--- config.mk ---
export PLATFORM = sky130hd
export DESIGN_NAME = wb_regfile_sb
export DESIGN_NICKNAME = d
export VERILOG_FILES = /design/src/rtl/wb_regfile_sb.sv
export SDC_FILE = /design/constraint.sdc
export NUM_CORES = 2
export LEC_CHECK = 0
export BUFFER_PORTS_ARGS = -buffer_cell sky130_fd_sc_hd__clkbuf_2
export CAP_MARGIN = 20
export CORE_MARGIN = 3
export CORE_UTILIZATION = 55
export CTS_BUF_LIST = sky130_fd_sc_hd__clkbuf_4 sky130_fd_sc_hd__clkbuf_8
export CTS_CLUSTER_DIAMETER = 120
export CTS_CLUSTER_SIZE = 14
export DETAILED_ROUTE_END_ITERATION = 10
export PLACE_DENSITY = 0.76
export SLEW_MARGIN = 25
export SYNTH_ARGS = -nofsm -noshare
export SYNTH_HDL_FRONTEND = slang
export SYNTH_SLANG_ARGS = --single-unit
--- constraint.sdc ---
create_clock -name clk -period 10.2 [get_ports clk]
set_input_delay 0.51 -clock clk [delete_from_list [all_inputs] [get_ports clk]]
set_output_delay 0.51 -clock clk [all_outputs]
set_load 0.01 [all_outputs]
--- src/rtl/wb_regfile_sb.sv ---
// WB-side GPR file with write-through bypass to two ID read ports, a per-register
// pending-write scoreboard that drives stall_id, and a registered write-back trace.
module wb_regfile_sb #(
  parameter int NREG = 32,
  parameter int CW   = 2
) (
  input  logic        clk,
  input  logic        reset_n,
  input  logic        RegWrite_wb,
  input  logic [4:0]  A3_wb,
  input  logic [31:0] wd_wb,
  input  logic [31:0] pc_wb,
  input  logic [4:0]  A1_id,
  input  logic [4:0]  A2_id,
  output logic [31:0] rd1_id,
  output logic [31:0] rd2_id,
  input  logic        issue_en_id,
  input  logic [4:0]  issue_dst_id,
  input  logic        squash_en,
  input  logic [4:0]  squash_dst,
  output logic        stall_id,
  output logic        trace_valid,
  output logic [31:0] trace_pc,
  output logic [4:0]  trace_reg,
  output logic [31:0] trace_data,
  output logic        err_ovf,
  output logic        err_udf
);

  localparam logic [CW-1:0] CNT_MAX = '1;
  localparam logic [CW+1:0] ONE_W   = (CW+2)'(1);

  logic [31:0]   gpr_q [NREG];
  logic [CW-1:0] cnt_q [NREG];
  logic [CW-1:0] cnt_d [NREG];

  logic          trace_valid_q;
  logic [31:0]   trace_pc_q;
  logic [4:0]    trace_reg_q;
  logic [31:0]   trace_data_q;
  logic          err_ovf_q;
  logic          err_udf_q;

  logic          retire;
  logic          issue_ok;
  logic          squash_ok;
  logic          pend1;
  logic          pend2;
  logic          ovf_hit;
  logic          udf_hit;
  logic [CW+1:0] sum;

  assign retire    = RegWrite_wb && (A3_wb != 5'd0);
  assign squash_ok = squash_en && (squash_dst != 5'd0);

  // Read ports: $0 first, then same-cycle WB bypass, then the array.
  assign rd1_id = (A1_id == 5'd0) ? 32'd0 :
                  (RegWrite_wb && (A3_wb == A1_id)) ? wd_wb : gpr_q[A1_id];
  assign rd2_id = (A2_id == 5'd0) ? 32'd0 :
                  (RegWrite_wb && (A3_wb == A2_id)) ? wd_wb : gpr_q[A2_id];

  // A write-back landing this cycle already resolves one pending write.
  assign pend1 = (A1_id != 5'd0) &&
                 (({1'b0, cnt_q[A1_id]} - {{CW{1'b0}}, (retire && (A3_wb == A1_id))}) != '0);
  assign pend2 = (A2_id != 5'd0) &&
                 (({1'b0, cnt_q[A2_id]} - {{CW{1'b0}}, (retire && (A3_wb == A2_id))}) != '0);

  assign stall_id = pend1 || pend2;
  assign issue_ok = issue_en_id && !stall_id && (issue_dst_id != 5'd0);

  // Net counter update; two guard bits catch both overflow and wrap below zero.
  always_comb begin
    ovf_hit = 1'b0;
    udf_hit = 1'b0;
    sum     = '0;
    for (int r = 0; r < NREG; r++) begin
      sum = {2'b00, cnt_q[r]};
      if (r != 0) begin
        if (issue_ok  && (issue_dst_id == 5'(r))) sum = sum + ONE_W;
        if (retire    && (A3_wb        == 5'(r))) sum = sum - ONE_W;
        if (squash_ok && (squash_dst   == 5'(r))) sum = sum - ONE_W;
      end
      if (sum[CW+1]) begin
        cnt_d[r] = '0;
        udf_hit  = 1'b1;
      end else if (sum > {2'b00, CNT_MAX}) begin
        cnt_d[r] = CNT_MAX;
        ovf_hit  = 1'b1;
      end else begin
        cnt_d[r] = sum[CW-1:0];
      end
    end
  end

  always_ff @(posedge clk) begin
    if (!reset_n) begin
      for (int r = 0; r < NREG; r++) begin
        gpr_q[r] <= '0;
        cnt_q[r] <= '0;
      end
      trace_valid_q <= 1'b0;
      trace_pc_q    <= '0;
      trace_reg_q   <= '0;
      trace_data_q  <= '0;
      err_ovf_q     <= 1'b0;
      err_udf_q     <= 1'b0;
    end else begin
      if (retire) gpr_q[A3_wb] <= wd_wb;
      for (int r = 0; r < NREG; r++) cnt_q[r] <= cnt_d[r];
      trace_valid_q <= retire;
      if (retire) begin
        trace_pc_q   <= pc_wb;
        trace_reg_q  <= A3_wb;
        trace_data_q <= wd_wb;
      end
      err_ovf_q <= err_ovf_q | ovf_hit;
      err_udf_q <= err_udf_q | udf_hit;
    end
  end

  assign trace_valid = trace_valid_q;
  assign trace_pc    = trace_pc_q;
  assign trace_reg   = trace_reg_q;
  assign trace_data  = trace_data_q;
  assign err_ovf     = err_ovf_q;
  assign err_udf     = err_udf_q;

endmodule

==> impl_metrics.csv <==
group,metric,value,unit
outcome,status,"complete, no violations",
cells_and_area,final_area,72910,sq um
detailed_routing,antenna_left,0,
pwr,power,9961,uW
synthesis,yosys.area.top_type_share,45.35,%
detailed_routing,drcViolationCount,0,
cells_and_area,nNetsFinal,5219,
synthesis,synth-edff-count,1024,
sta,maxSlewViolCount,0,
place,place_area,70810,sq um
cells_and_area,syn_to_final_growth,7.525,%
sta,whs,181.3,ps
synthesis,synth.largest_area_cell,"edfxtp_1",
place,gp_congestion,0.9914,
sta,rsz0062_at_grt,"no",
synthesis,syn_inst,4994,
detailed_routing,wl_per_cell,34.02,microns
cts,worstSkewPairLatency,810,ps
synthesis,yosysSeqAreaShare,49.31,%
cts,cts_resized,0,
cts,clk_pin_slew,100,ps
global_route,grt_max_degree,143,
cells_and_area,mostFrequentLayoutCells,"edfxtp_1 (1,024), and2_1 (944), mux4_2 (666)",
global_route,grt_pass1_vias,46720,
sta,setup_viol,0,
sta,relSlewSlack,22.20,%
sta,setup_tns,0,ps
critical_path,crit_chain,"clkbuf_2 -> inv_2 -> buf_4 -> mux2i_1 -> mux4_2 -> nand3_1 -> a21o_1 -> buf_4 -> o41ai_1 -> a21boi_0 -> ha_1 -> a22o_1 -> ha_1 -> inv_1 -> nor2_1 -> o31a_1 -> a22o_1 -> a221oi_2 -> nand4_1 -> o41a_1",
die,io_pins,231,
global_route,antenna_found_initial,24,
cts,cts_max_path_buffers,3,
pwr,swShare,28.06,%
detailed_routing,finalWirelength,228.6,mm
critical_path,max_stage_delay,640,ps
cells_and_area,regMostFlops,"gpr_q",
synthesis,synthTopCellsByArea,"edfxtp_1 (45%), mux4_2 (22%), and2_1 (8.7%)",
critical_path,setup.worst_path.end_class,"flip-flop",
cts,clock-sinks,1158,
pwr,power_frac_comb,17.7,%
synthesis,synth_area,67810,sq um
sta,min_period,6063,ps
critical_path,crit_fanout,22,
cells_and_area,top_regs,"gpr_q (1024), cnt_q (62)",
global_route,grt_first_pass_wirelength,325.3,mm
detailed_routing,first_pass_iters,7,
synthesis,synth_ff_type,"edfxtp_1",
pwr,power.internal,7166,uW
synthesis,async_flop_share,0,%
cts,root_buffer,"clkbuf_8",
critical_path,worstSetupPathType,"primary input to flip-flop",
worst_hold_path,hp-class,"primary input to flip-flop",
synthesis,synth_area_per_cell,13.58,sq um
cells_and_area,largest_reg_flops,1024,
cts,post-cts-setup-buffers,0,
die,die_x,357.1,microns
place,port_buffers,230,
pwr,p_seq_share,55.9,%
place,placed_cells,6531,
pwr,p_leak,0.02534,uW
detailed_routing,viasPerCell,6.988,
sta,skew,51.86,ps
global_route,grt_overflow,0,
die,core,122000,sq um
cts,cts_buffers,93,
pwr,clkPwrFrac,26.4,%
synthesis,synth_cell_types,98,
sta,max_clock_freq,164.9,MHz
synthesis,ys_warn_count,0,
synthesis,ys_ff_latch,1158,
sta,fin_crit_sh,59.45,%
global_route,grtUsageTotal,35.83,%
critical_path,cp_slowest_cell,"buf_4",
sta,final_hold_viol_count,0,
cells_and_area,fill_cells,9317,
die,initial_utilization,55.56,%
pwr,power_density,136.6,nW/um^2
die,die_h,357.1,microns
flow_run,maxCapViolations,0,
critical_path,arrival,6760,ps
cells_and_area,drive_gt1_share,25.79,%
detailed_routing,vias,46950,
die,rows,128,
cells_and_area,final_common_cell,"edfxtp_1",
die,die_area,127500,sq um
critical_path,critPathRequiredTime,10890,ps
cells_and_area,final_cells,6719,
place,hpwl,138.1,mm
cts,tritoncts,"done",
cts,htreeDepth,3,
pwr,ir_drop,0.0001007,V
pwr,p_sw,2795,uW
critical_path,worstSetupStartpointType,"primary input",
sta,tightest_slew,1160,ps
detailed_routing,drt-initial-drc-count,7479,
==> critical path: cells and delay by family <==
kind	cells	cell delay [ps]
AOI/OAI and AO/OA	8	2620
buffers and inverters	5	1670
and+or+nand+nor	3	800
muxes	2	600
adders and majority gates	2	440
==> cell usage after synthesis, drive strengths merged, types with 12 or more instances <==
master / count
o21ai: 32
buf: 93
xor2: 66
nor3b: 16
xnor2: 99
inv: 20
nor2: 268
nand4: 31
and3: 87
nand3: 52
nor4: 22
and2: 944
nand2b: 14
mux2: 32
a31oi: 12
mux4: 669
a41oi: 13
mux2i: 122
clkbuf: 370
nand2: 337
a211oi: 76
nor3: 59
or3: 18
a21oi: 123
edfxtp: 1024
dfxtp: 134
nor2b: 18
ha: 91
==> power by group through the flow <==
stage / clock (uW) / combinational [uW] / sequential [uW]
floorplan: 0 / 1090 / 5620
global placement: 0 / 1690 / 5640
detailed placement: 0 / 1710 / 5670
CTS: 2630 / 1720 / 5560
global route: 2800 / 1830 / 5600
finish: 2630 / 1770 / 5570
==> metal layers <==
layer	part of all wire [%]	track usage (%)	wire length, microns
met5	0.029	0	66
met4	7.9	23.55	18150
met3	14	10.22	33000
met2	44	53.11	100900
met1	33	46.44	76430
==> area by class of cell <==
cell class	instances	area, sq um	area share (%)
multi-input combinational	3384	33160	45.48
antenna	15	37.54	0.05148
inverter	20	82.58	0.1133
timing repair buffer	377	2476	3.396
clock inverter	11	128.9	0.1768
tap	1625	2033	2.789
clock buffer	129	1556	2.135
sequential	1158	33430	45.86
==> path summary, 6_finish.rpt <==
check,from,end,slack [ps],depth (start not counted)
worst min register to register,trace_data[25],trace_data[25],460,2
worst min-delay path,wd_wb[29],trace_data[29],180,4
worst max-delay path,A1_id[4],err_ovf,4140,20
worst max register to register,cnt_q[30][1],err_ovf,4260,18
==> metrics by stage <==
stage	util (%)	worst slack, ps
after detailed placement	58.02	3474
after global routing	59.72	4044
after global placement	58.00	3615
final	59.74	4137
after CTS	59.66	4075
after floorplan	-	5001
==> cell families after synthesis <==
kind of cell / Yosys count / share of synthesized area (%)
AND/OR/NAND/NOR: 1926 / 15.75
flip-flops: 1158 / 49.31
multiplexers: 823 / 24.58
buffers and inverters: 483 / 2.796
AO/OA/AOI/OAI: 343 / 3.624
XOR/XNOR: 167 / 2.231
adder cells (fa/ha/maj): 93 / 1.709
other: 1 / 0.005531
==> what timing repair did <==
| action | CTS | global route |
|---|---|---|
| endpoints found under the hold margin | 32 | 0 |
| hold buffers | 32 | 0 |
| endpoints found under the setup margin | 0 | 0 |
Power figures use the tool's default switching activity.
